===== config.mk =====
export PLATFORM = sky130hd
export DESIGN_NAME = sync_fifo_flags_flat
export DESIGN_NICKNAME = d
export VERILOG_FILES = /design/src/rtl/sync_fifo_flags_if.sv /design/src/rtl/sync_fifo_flags.sv /design/src/flat_wrapper.sv
export SDC_FILE = /design/constraint.sdc
export NUM_CORES = 1
export LEC_CHECK = 0
export ABC_AREA = 1
export CORE_ASPECT_RATIO = 1.75
export CORE_MARGIN = 1
export CORE_UTILIZATION = 35
export DETAILED_ROUTE_END_ITERATION = 8
export GPL_ROUTABILITY_DRIVEN = 0
export SLEW_MARGIN = 0
export SYNTH_ARGS = -nofsm -noshare
export SYNTH_HDL_FRONTEND = slang
export SYNTH_SLANG_ARGS = --single-unit

===== constraint.sdc =====
create_clock -name clk -period 4.8 [get_ports clk]
set_input_delay 1.2 -clock clk [delete_from_list [all_inputs] [get_ports clk]]
set_output_delay 1.2 -clock clk [all_outputs]
set_load 0.05 [all_outputs]

===== src/rtl/sync_fifo_flags_if.sv =====
// Handshake bundle for sync_fifo_flags: write side, read side, flags and error status.
interface sync_fifo_flags_if #(
   parameter int unsigned DEPTH_LG2  = 4,
   parameter int unsigned DATA_WIDTH = 32
);
   logic                  wren_i;
   logic [DATA_WIDTH-1:0] wdata_i;
   logic                  full_o;
   logic                  afull_o;
   logic                  rden_i;
   logic [DATA_WIDTH-1:0] rdata_o;
   logic                  empty_o;
   logic                  aempty_o;
   logic [DEPTH_LG2:0]    count_o;
   logic                  clr_err_i;
   logic                  overflow_o;
   logic                  underflow_o;

   modport master (
      output wren_i, wdata_i, rden_i, clr_err_i,
      input  full_o, afull_o, rdata_o, empty_o, aempty_o, count_o, overflow_o, underflow_o
   );

   modport slave (
      input  wren_i, wdata_i, rden_i, clr_err_i,
      output full_o, afull_o, rdata_o, empty_o, aempty_o, count_o, overflow_o, underflow_o
   );
endinterface


===== src/rtl/sync_fifo_flags.sv =====
// Single-clock FIFO with occupancy count, almost-full/empty thresholds,
// registered or first-word-fall-through read, and sticky overflow/underflow flags.
module sync_fifo_flags #(
   parameter int unsigned DEPTH_LG2  = 4,
   parameter int unsigned DATA_WIDTH = 32,
   parameter int unsigned AFULL_TH   = (1 << DEPTH_LG2) - 2,
   parameter int unsigned AEMPTY_TH  = 2,
   parameter bit          FWFT       = 1'b0,
   parameter bit          RST_MEM    = 1'b0
) (
   input  logic             clk,
   input  logic             rst,
   sync_fifo_flags_if.slave bus
);
   localparam int unsigned FIFO_DEPTH = 1 << DEPTH_LG2;
   localparam int unsigned PTR_W      = DEPTH_LG2 + 1;
   localparam logic [PTR_W-1:0] DEPTH_C  = PTR_W'(FIFO_DEPTH);
   localparam logic [PTR_W-1:0] AFULL_C  = PTR_W'(AFULL_TH);
   localparam logic [PTR_W-1:0] AEMPTY_C = PTR_W'(AEMPTY_TH);

   logic [DATA_WIDTH-1:0] mem_q [FIFO_DEPTH];
   logic [PTR_W-1:0]      wrptr_q, wrptr_d;
   logic [PTR_W-1:0]      rdptr_q, rdptr_d;
   logic [PTR_W-1:0]      count_q, count_d;
   logic                  full_q, full_d;
   logic                  afull_q, afull_d;
   logic                  empty_q, empty_d;
   logic                  aempty_q, aempty_d;
   logic                  ovf_q, ovf_d;
   logic                  udf_q, udf_d;
   logic                  wr_ok;
   logic                  rd_ok;

   // Next-state: accepted ops move pointers and count; flags decode from the new count.
   always_comb begin
      wr_ok   = bus.wren_i & ~full_q;
      rd_ok   = bus.rden_i & ~empty_q;
      wrptr_d = wrptr_q;
      rdptr_d = rdptr_q;
      count_d = count_q;
      if (wr_ok) wrptr_d = wrptr_q + PTR_W'(1);
      if (rd_ok) rdptr_d = rdptr_q + PTR_W'(1);
      case ({wr_ok, rd_ok})
         2'b10:   count_d = count_q + PTR_W'(1);
         2'b01:   count_d = count_q - PTR_W'(1);
         default: count_d = count_q;
      endcase
      full_d   = (count_d == DEPTH_C);
      afull_d  = (count_d >= AFULL_C);
      empty_d  = (count_d == '0);
      aempty_d = (count_d <= AEMPTY_C);
      // A new error in the same cycle as a clear keeps the flag set.
      ovf_d    = (bus.wren_i & full_q)  | (ovf_q & ~bus.clr_err_i);
      udf_d    = (bus.rden_i & empty_q) | (udf_q & ~bus.clr_err_i);
   end

   always_ff @(posedge clk) begin
      if (rst) begin
         wrptr_q  <= '0;
         rdptr_q  <= '0;
         count_q  <= '0;
         full_q   <= 1'b0;
         afull_q  <= 1'b0;
         empty_q  <= 1'b1;
         aempty_q <= 1'b1;
         ovf_q    <= 1'b0;
         udf_q    <= 1'b0;
      end else begin
         wrptr_q  <= wrptr_d;
         rdptr_q  <= rdptr_d;
         count_q  <= count_d;
         full_q   <= full_d;
         afull_q  <= afull_d;
         empty_q  <= empty_d;
         aempty_q <= aempty_d;
         ovf_q    <= ovf_d;
         udf_q    <= udf_d;
      end
   end

   always_ff @(posedge clk) begin
      if (rst && RST_MEM) begin
         for (int unsigned i = 0; i < FIFO_DEPTH; i++) mem_q[i] <= '0;
      end else if (wr_ok && !rst) begin
         mem_q[wrptr_q[DEPTH_LG2-1:0]] <= bus.wdata_i;
      end
   end

   // Read port: head shown directly in FWFT mode, otherwise a load-on-pop register.
   if (FWFT) begin : g_fwft
      assign bus.rdata_o = mem_q[rdptr_q[DEPTH_LG2-1:0]];
   end else begin : g_regrd
      logic [DATA_WIDTH-1:0] rdata_q;
      always_ff @(posedge clk) begin
         if (rst)        rdata_q <= '0;
         else if (rd_ok) rdata_q <= mem_q[rdptr_q[DEPTH_LG2-1:0]];
      end
      assign bus.rdata_o = rdata_q;
   end

   assign bus.count_o     = count_q;
   assign bus.full_o      = full_q;
   assign bus.afull_o     = afull_q;
   assign bus.empty_o     = empty_q;
   assign bus.aempty_o    = aempty_q;
   assign bus.overflow_o  = ovf_q;
   assign bus.underflow_o = udf_q;
endmodule


===== src/flat_wrapper.sv =====
// flat-port wrapper written by rule: the top's interface ports become plain ports
module sync_fifo_flags_flat 
#(
   parameter int unsigned DEPTH_LG2  = 4,
   parameter int unsigned DATA_WIDTH = 32,
   parameter int unsigned AFULL_TH   = (1 << DEPTH_LG2) - 2,
   parameter int unsigned AEMPTY_TH  = 2,
   parameter bit          FWFT       = 1'b0,
   parameter bit          RST_MEM    = 1'b0
)
  (clk, rst, bus_wren_i, bus_wdata_i, bus_rden_i, bus_clr_err_i, bus_full_o, bus_afull_o, bus_rdata_o, bus_empty_o, bus_aempty_o, bus_count_o, bus_overflow_o, bus_underflow_o);
  sync_fifo_flags_if #(.DEPTH_LG2(DEPTH_LG2), .DATA_WIDTH(DATA_WIDTH)) bus_i ();
  input  logic clk;
  input  logic rst;
  input wire logic [$bits(bus_i.wren_i)-1:0] bus_wren_i;
  input wire logic [$bits(bus_i.wdata_i)-1:0] bus_wdata_i;
  input wire logic [$bits(bus_i.rden_i)-1:0] bus_rden_i;
  input wire logic [$bits(bus_i.clr_err_i)-1:0] bus_clr_err_i;
  output wire logic [$bits(bus_i.full_o)-1:0] bus_full_o;
  output wire logic [$bits(bus_i.afull_o)-1:0] bus_afull_o;
  output wire logic [$bits(bus_i.rdata_o)-1:0] bus_rdata_o;
  output wire logic [$bits(bus_i.empty_o)-1:0] bus_empty_o;
  output wire logic [$bits(bus_i.aempty_o)-1:0] bus_aempty_o;
  output wire logic [$bits(bus_i.count_o)-1:0] bus_count_o;
  output wire logic [$bits(bus_i.overflow_o)-1:0] bus_overflow_o;
  output wire logic [$bits(bus_i.underflow_o)-1:0] bus_underflow_o;
  assign bus_i.wren_i = bus_wren_i;
  assign bus_i.wdata_i = bus_wdata_i;
  assign bus_i.rden_i = bus_rden_i;
  assign bus_i.clr_err_i = bus_clr_err_i;
  assign bus_full_o = bus_i.full_o;
  assign bus_afull_o = bus_i.afull_o;
  assign bus_rdata_o = bus_i.rdata_o;
  assign bus_empty_o = bus_i.empty_o;
  assign bus_aempty_o = bus_i.aempty_o;
  assign bus_count_o = bus_i.count_o;
  assign bus_overflow_o = bus_i.overflow_o;
  assign bus_underflow_o = bus_i.underflow_o;
  sync_fifo_flags #(.DEPTH_LG2(DEPTH_LG2), .DATA_WIDTH(DATA_WIDTH), .AFULL_TH(AFULL_TH), .AEMPTY_TH(AEMPTY_TH), .FWFT(FWFT), .RST_MEM(RST_MEM)) u_core (.clk(clk), .rst(rst), .bus(bus_i));
endmodule

==> impl_metrics.csv <==
group,metric,value,unit
status,status,"finished, final reports clean",
placed_design,post-place-ws,1.18,ns
synthesis,yosysTopAreaCell,"edfxtp_1",
placed_design,hpwlAfterDp,35.0,mm
worst_hold_path,whs_path_depth,2,
floorplanning,core_region_area,62200,um2
clock_tree,cts_hold_buffers,0,
global_route,grt_pass1_wl,88.4,mm
critical_path,ff2ff_setup_slack,1.44,ns
critical_path,cp.required,5.28,ns
critical_path,crit_fanout,54,
critical_path,r2r_end,"u_core.bus.rdata_o[9]$_SDFFE_PP0P_",
clock_tree,cts.sinks,563,
sta,layout_min_cycle_time,3.36,ns
floorplanning,num_rows,121,
placed_design,io_buffers,79,
floorplanning,pin_count,80,
worst_hold_path,worstHoldStart,"u_core.bus.overflow_o$_SDFF_PP0_",
route,dr.pass1.iters,5,
flow_run,cap_viol_max_count,0,
synthesis,syn_nets,1753,
floorplanning,fp.dieW,192,um
sta,rsz0062_at_grt,"no",
clock_tree,post_cts_resized,0,
cells_and_area,syn_to_final_growth,14.6,%
clock_tree,htree_levels,2,
sta,tightest_slew,0.979,ns
sta,slew_headroom,0.348,
critical_path,worstSetupPathType,"flip-flop to flip-flop",
global_route,grt_usage,0.186,
critical_path,rr_startpoint,"u_core.rdptr_q[1]$_SDFFE_PP0P_",
global_route,grt_max_degree,146,
sta,setup_slack,1.44,ns
synthesis,yosys-top-cells-area,"edfxtp_1, nor2_1, dfxtp_1, o21ai_0, o221ai_1",
synthesis,syn_area_per_cell,12.9,um2
cells_and_area,fin_nets,1801,
route,drc,0,
global_route,grt_pass1_vias,14000,
sta,hold_viol,0,
clock_tree,clk_pin_slew,0.07,ns
synthesis,synth.distinct_cells,29,
route,via_count,14100,
route,routedWlPerCell,23.1,um
synthesis,synth_commonest_cells,"edfxtp_1, nor2_1, o21ai_0",
critical_path,critPathCaptureType,"flip-flop",
clock_tree,numCtsBuffers,47,
global_route,antenna_found_initial,1,
sta,fin_setup_tns,0,ns
synthesis,synth_edf_count,512,
sta,fmax,298,MHz
clock_tree,clk_latency,0.59,ns
clock_tree,cts_tree,"built",
clock_tree,postCtsSetupBuffers,0,
synthesis,synth_most_common_cell,"edfxtp_1",
worst_hold_path,hold_path_end,"u_core.bus.overflow_o$_SDFF_PP0_",
critical_path,cp-start-kind,"flip-flop",
route,wl,59.8,mm
synthesis,synth_ff_type,"edfxtp_1",
synthesis,ys_warn_count,0,
synthesis,synth-seq-area-share,0.745,
synthesis,yosysTopAreaCellShare,0.698,
floorplanning,die_y,334,um
route,ant_nets,0,
sta,slew_viol_final,0,
route,drt-initial-drc-count,1303,
worst_hold_path,min_path_type,"flip-flop to flip-flop",
clock_tree,clock-root-buffer,"clkbuf_16",
pwr,leakage,8.27,nW
sta,skew,0.0237,ns
sta,setup_viol,0,
global_route,grt_overflow,0,
synthesis,netlist_area,22000,um2
synthesis,synth_seq_cells,563,
cells_and_area,fillers,5653,
floorplanning,die-area,64000,um2
synthesis,synth-async-reset-ratio,0,
cells_and_area,antenna_cells,0,
cells_and_area,layout-drive-gt1-share,0.0792,
critical_path,r2r_cells,8,
sta,period_share,0.700,
floorplanning,start_util,0.354,
pwr,power_density,449,nW/um2
synthesis,netlist_instances,1709,
route,drt-vias-per-instance,5.44,
clock_tree,clockBufferDepth,3,
critical_path,arrival,3.84,ns
pwr,ir_worst_vdd,0.327,mV
[cells in the final DEF, fill, tap and decap left out, types with 3 or more instances in the layout]
cell             netlist  layout
dfxtp_1               51      48
edfxtp_1             512     512
ha_1                   7       7
inv_6                  0       4
clkbuf_1              57       7
clkinv_2               0      13
o21ai_1               75      75
a21oi_1                9       9
inv_1                 55      54
clkinvlp_4             0       4
clkdlybuf4s50_1        0      78
buf_12                 0       3
clkbuf_8               0       5
nor2_1               355     347
o22ai_1               38      38
o221ai_1              90      90
o211ai_1              18      18
o21ai_0              204     204
nor2_4                 1       9
nor3_2                 0       8
clkbuf_16              0      47
buf_4                 13      34
bufinv_16              0       6
nand3_1               73      73
nor3_1                11       3
nand2_1               79      79
[final cells by class]
class	count	area, um2	area share
well taps	799	1000	0.0396
clock buffers	59	1270	0.0504
flip-flops and latches	563	16400	0.650
repair buffers	116	1100	0.0436
multi-input cells	971	4930	0.195
clock inverters	27	309	0.0122
inverters	58	224	0.00887
[worst max-delay path by stage]
stage,from,end,slack (ns),cells past startpoint
finish,u_core.rdptr_q[1]$_SDFFE_PP0P_,u_core.bus.rdata_o[9]$_SDFFE_PP0P_,1.44,8
global route,u_core.rdptr_q[1]$_SDFFE_PP0P_,u_core.bus.rdata_o[9]$_SDFFE_PP0P_,1.31,8
CTS,u_core.rdptr_q[1]$_SDFFE_PP0P_,u_core.bus.rdata_o[9]$_SDFFE_PP0P_,1.51,8
detailed placement,bus_wren_i,u_core.mem_q[0][21]$_DFFE_PP_,1.18,6
global placement,bus_wren_i,u_core.mem_q[0][15]$_DFFE_PP_,1.25,6
floorplan,rst,u_core.mem_q[11][0]$_DFFE_PP_,0.48,3
[registers in the layout, summed over array words and instances, names as in the netlist]
register / flops
u_core.bus.aempty_o: 1
u_core.bus.afull_o: 1
u_core.bus.count_o: 5
u_core.bus.empty_o: 1
u_core.bus.full_o: 1
u_core.bus.overflow_o: 1
u_core.bus.rdata_o: 32
u_core.bus.underflow_o: 1
u_core.mem_q: 512
u_core.rdptr_q: 4
u_core.wrptr_q: 4
[worst max-delay path: stages (launching register included)]
cell	delay, ns
dfxtp_4	0.79
clkinv_2	0.89
buf_4	0.58
o21ai_0	0.14
o221ai_1	0.18
nand3_1	0.31
o211ai_1	0.14
nand2_1	0.11
inv_1	0.04
[routing by layer]
layer  vias to the layer above  wire length (um)  GRT usage
met5                         -                 0          0
met4                         0              2550     0.0836
met3                       117              2920     0.0206
met2                       501             32200      0.346
met1                      7098             22100      0.210
li1                       6392                 -          -
[cells by family after synthesis]
family | Yosys count | share of synthesized area
AND/OR/NAND/NOR | 523 | 0.0948
flip-flops | 563 | 0.745
XOR/XNOR | 2 | 0.000796
AO/OA/AOI/OAI | 439 | 0.120
adder cells (fa/ha/maj) | 7 | 0.00398
buffers and inverters | 175 | 0.0360
[metrics by stage]
stage               std cells   util  total power [mW]  hold slack, ns  instance area, um2
CTS                      2593  0.406              11.4           0.477               25200
global route             2593  0.406              11.7           0.503               25200
finish                   2593  0.406              11.3           0.475               25200
global placement         2507  0.380              7.45           0.450               23700
floorplan                1709      -              6.85           0.491               22000
detailed placement       2507  0.380              7.48           0.467               23700
[power breakdown]
part	internal (mW)	switching, mW
combinational	0.524	1.28
clock	2.22	1.75
sequential	5.46	0.105
total	8.20	3.14
(Power assumes the default switching activity.)
==> patch (same settings) <==
`DEPTH_LG2` is set to 4 in 3 places; all go to 5.
--- a/src/rtl/sync_fifo_flags_if.sv
+++ b/src/rtl/sync_fifo_flags_if.sv
@@ -2,3 +2,3 @@
 interface sync_fifo_flags_if #(
-   parameter int unsigned DEPTH_LG2  = 4,
+   parameter int unsigned DEPTH_LG2  = 5,
    parameter int unsigned DATA_WIDTH = 32
--- a/src/rtl/sync_fifo_flags.sv
+++ b/src/rtl/sync_fifo_flags.sv
@@ -3,3 +3,3 @@
 module sync_fifo_flags #(
-   parameter int unsigned DEPTH_LG2  = 4,
+   parameter int unsigned DEPTH_LG2  = 5,
    parameter int unsigned DATA_WIDTH = 32,
--- a/src/flat_wrapper.sv
+++ b/src/flat_wrapper.sv
@@ -3,3 +3,3 @@
 #(
-   parameter int unsigned DEPTH_LG2  = 4,
+   parameter int unsigned DEPTH_LG2  = 5,
    parameter int unsigned DATA_WIDTH = 32,
Ports: changed (resized bus_count_o); port bits go from 80 to 81. No check against the original RTL was run, so the function may have changed too.
==> patch against the unedited design <==
Sequential cell count increased by 515. Synthesized area increased by 91%. Sequential power increased by 89%. Power increased by 74%. Critical path depth decreased by 7. Count of clock-buffer cells in the layout increased by 66. Clock power increased by 84%. Synthesized cell count increased by 88%. Global-route usage increased by 1.3 points. Hold slack got worse by 0.0082 ns. Worst setup slack improved by 0.018 ns. Cell area increased by 89%. Routed wire length increased by 100%. Critical endpoint is now bus_rdata_o[24]. Largest power group unchanged.
==> patch: results (changes against the unedited design) <==
- DPL Wire Length: 73830 um (+110%)
- Via density: 5.527 (+1.6%)
- Vias in the first global route: 26200 (+87%)
- Most used DFF post-synth: edfxtp_1
- Status: finished clean
- Mux cell area share after synthesis: 0% (unchanged)
- Largest register FFs: 1024 (+100%)
- DR WL met2: 64190 um (+99%)
- Synth Area in XOR/XNOR: 0.04164% (-0.038 points)
- Share of cells above drive strength 1: 8.982% (+1.1 points)
- Area fraction in compound gates after synthesis: 11.48% (-0.50 points)
- H-tree depth: 3 (+1)
- Number of enable flip-flop cells after synthesis: 1024 (+100%)
- Area after DPL: 44910 sq um (+90%)
- Seq/Total Area, Yosys: 75.66% (+1.2 points)
- Adder-cell share of the synthesized area: 0.2082% (-0.19 points)
- Largest family of logic cells by synthesized area: compound AO/OA/AOI/OAI gates
- Initial DRC Count: 2329 (+79%)
- Reg2Reg Depth: 7 (-1)
- Cell variety after synth: 31 (+6.9%)
- WL per Instance: 25.13 um (+9.0%)
- Number of port buffers: 80 (+1.3%)
- Initial DRT Pass Iterations: 5 (unchanged)
- Crit path max-delay family: buffers and inverters
- Synth Warn #: 0 (unchanged)
- Initial antenna violation count: 4 (+3)
- Worst-path clk slew: 0.06 ns
- Met1 WL: 45240 um (+100%)
- Synth top area cells: edfxtp_1, nor2_1, o21ai_0, dfxtp_1, o22ai_1
- Lkg Pwr: 14.97 nW (+81%)
- Slowest library cell on the worst path: clkdlybuf4s50_1
- Root Buffer: clkbuf_16
- Clock Latency Late Sink: 0.69 ns (+0.10 ns)
- Clk_skew: 0.02413 ns (+0.0004793 ns)
- Top post-synthesis cells by count: edfxtp_1, nor2_1, o21ai_0, nand2_1, o22ai_1
- Highest routed layer: met5
- Layout Nets: 3310 (+84%)
- Routed length on met3: 6212 um (+110%)
- Critical Path Fanout Max: 2 (-96%)
- Clk buf depth: 3 (unchanged)
- Critical path data arrival time: 2.14 ns (-1.70 ns)
- CTS resizes: 0 (unchanged)
- TritonCTS Buffers: 88 (+87%)
- Worst vdd ir: 0.2885 mV (-12%)
- Final setup fails: 0 (unchanged)
- Max stage delay on crit path: 0.89 ns (about the same)
- Gr usage total: 19.91% (+1.3 points)
- Fillers: 10940 (+94%)
- Slew HR: 35.45% (+0.69 points)
- GRT Residual Overflow: 0 (unchanged)
- First-pass GRT wire length: 177400 um (+100%)
- Worst hold stages: 2 (unchanged)
- Pin count of the biggest net entering global routing: 179 (+23%)
==> patch: changes by cell type in the layout (fill, tap and decap cells not counted), sizes merged, moves of 52 or more <==
cell / delta
edfxtp: +512
nor2: +273
o21ai: +248
nand2: +144
o22ai: +118
buf: +83
o211ai: +73
clkbuf: +66
nand4: +65
o221ai: -52
==> patch: cell type report <==
type / count / share of cell area (%)
clock inverters: 39 / 0.8062
repair buffers: 185 / 3.575
diodes: 4 / 0.02094
flip-flops and latches: 1078 / 66.61
clock buffers: 125 / 5.222
well taps: 1521 / 3.981
multi-input cells: 1876 / 19.44
inverters: 37 / 0.3377
==> patch: layer usage <==
| layer | global-route usage, % | vias up |
|---|---|---|
| li1 | - | 12040 |
| met1 | 22.96 | 13620 |
| met2 | 35.94 | 978 |
| met3 | 2.228 | 244 |
| met4 | 10.81 | 2 |
| met5 | 0 | - |
==> patch: where the power goes <==
part	internal [mW]	leakage (nW)	switching, mW
clock network	4.02	1.42	3.30
registers	10.4	9.66	0.0953
logic	0.530	3.89	1.46
total	14.9	15.0	4.86
==> patch: through the flow <==
stage / utilization [%] / instances / power, mW / hold slack (ns) / worst slack (ns)
finish: 40.28 / 4865 / 19.77 / 0.4670 / 1.459
floorplan: - / 3216 / 11.81 / 0.5008 / 1.241
CTS: 40.27 / 4861 / 19.87 / 0.4745 / 1.409
global placement: 37.84 / 4697 / 12.65 / 0.4517 / 1.002
detailed placement: 37.84 / 4697 / 12.66 / 0.4647 / 0.9961
global route: 40.27 / 4862 / 20.33 / 0.4895 / 1.423
==> patch: worst reg2reg max path, cell delays in order (launching register included) <==
cell      delay [ns]
dfxtp_4         0.68
inv_16          0.30
o21ai_0         0.48
o22ai_1         0.10
o211ai_1        0.77
nand4_1         0.16
nand3_1         0.12
a21oi_1         0.07
==> patch: path summary, 6_finish.rpt <==
path                                                           from                                 end  slack [ns]
worst min register to register    u_core.bus.underflow_o$_SDFF_PP0_   u_core.bus.underflow_o$_SDFF_PP0_        0.47
worst max register to register       u_core.rdptr_q[0]$_SDFFE_PP0P_  u_core.bus.rdata_o[0]$_SDFFE_PP0P_        1.98
worst max-delay path            u_core.bus.rdata_o[24]$_SDFFE_PP0P_                     bus_rdata_o[24]        1.46
worst min-delay path              u_core.bus.underflow_o$_SDFF_PP0_   u_core.bus.underflow_o$_SDFF_PP0_        0.47
==> patch: logic make-up (layout without fill, tap and decap cells) <==
group	Yosys count	in the layout
compound gates	852	852
xor+xnor	2	2
fa+ha+maj	7	7
buf+inv	262	386
flops	1078	1078
other cells	0	4
simple gates	1015	1015
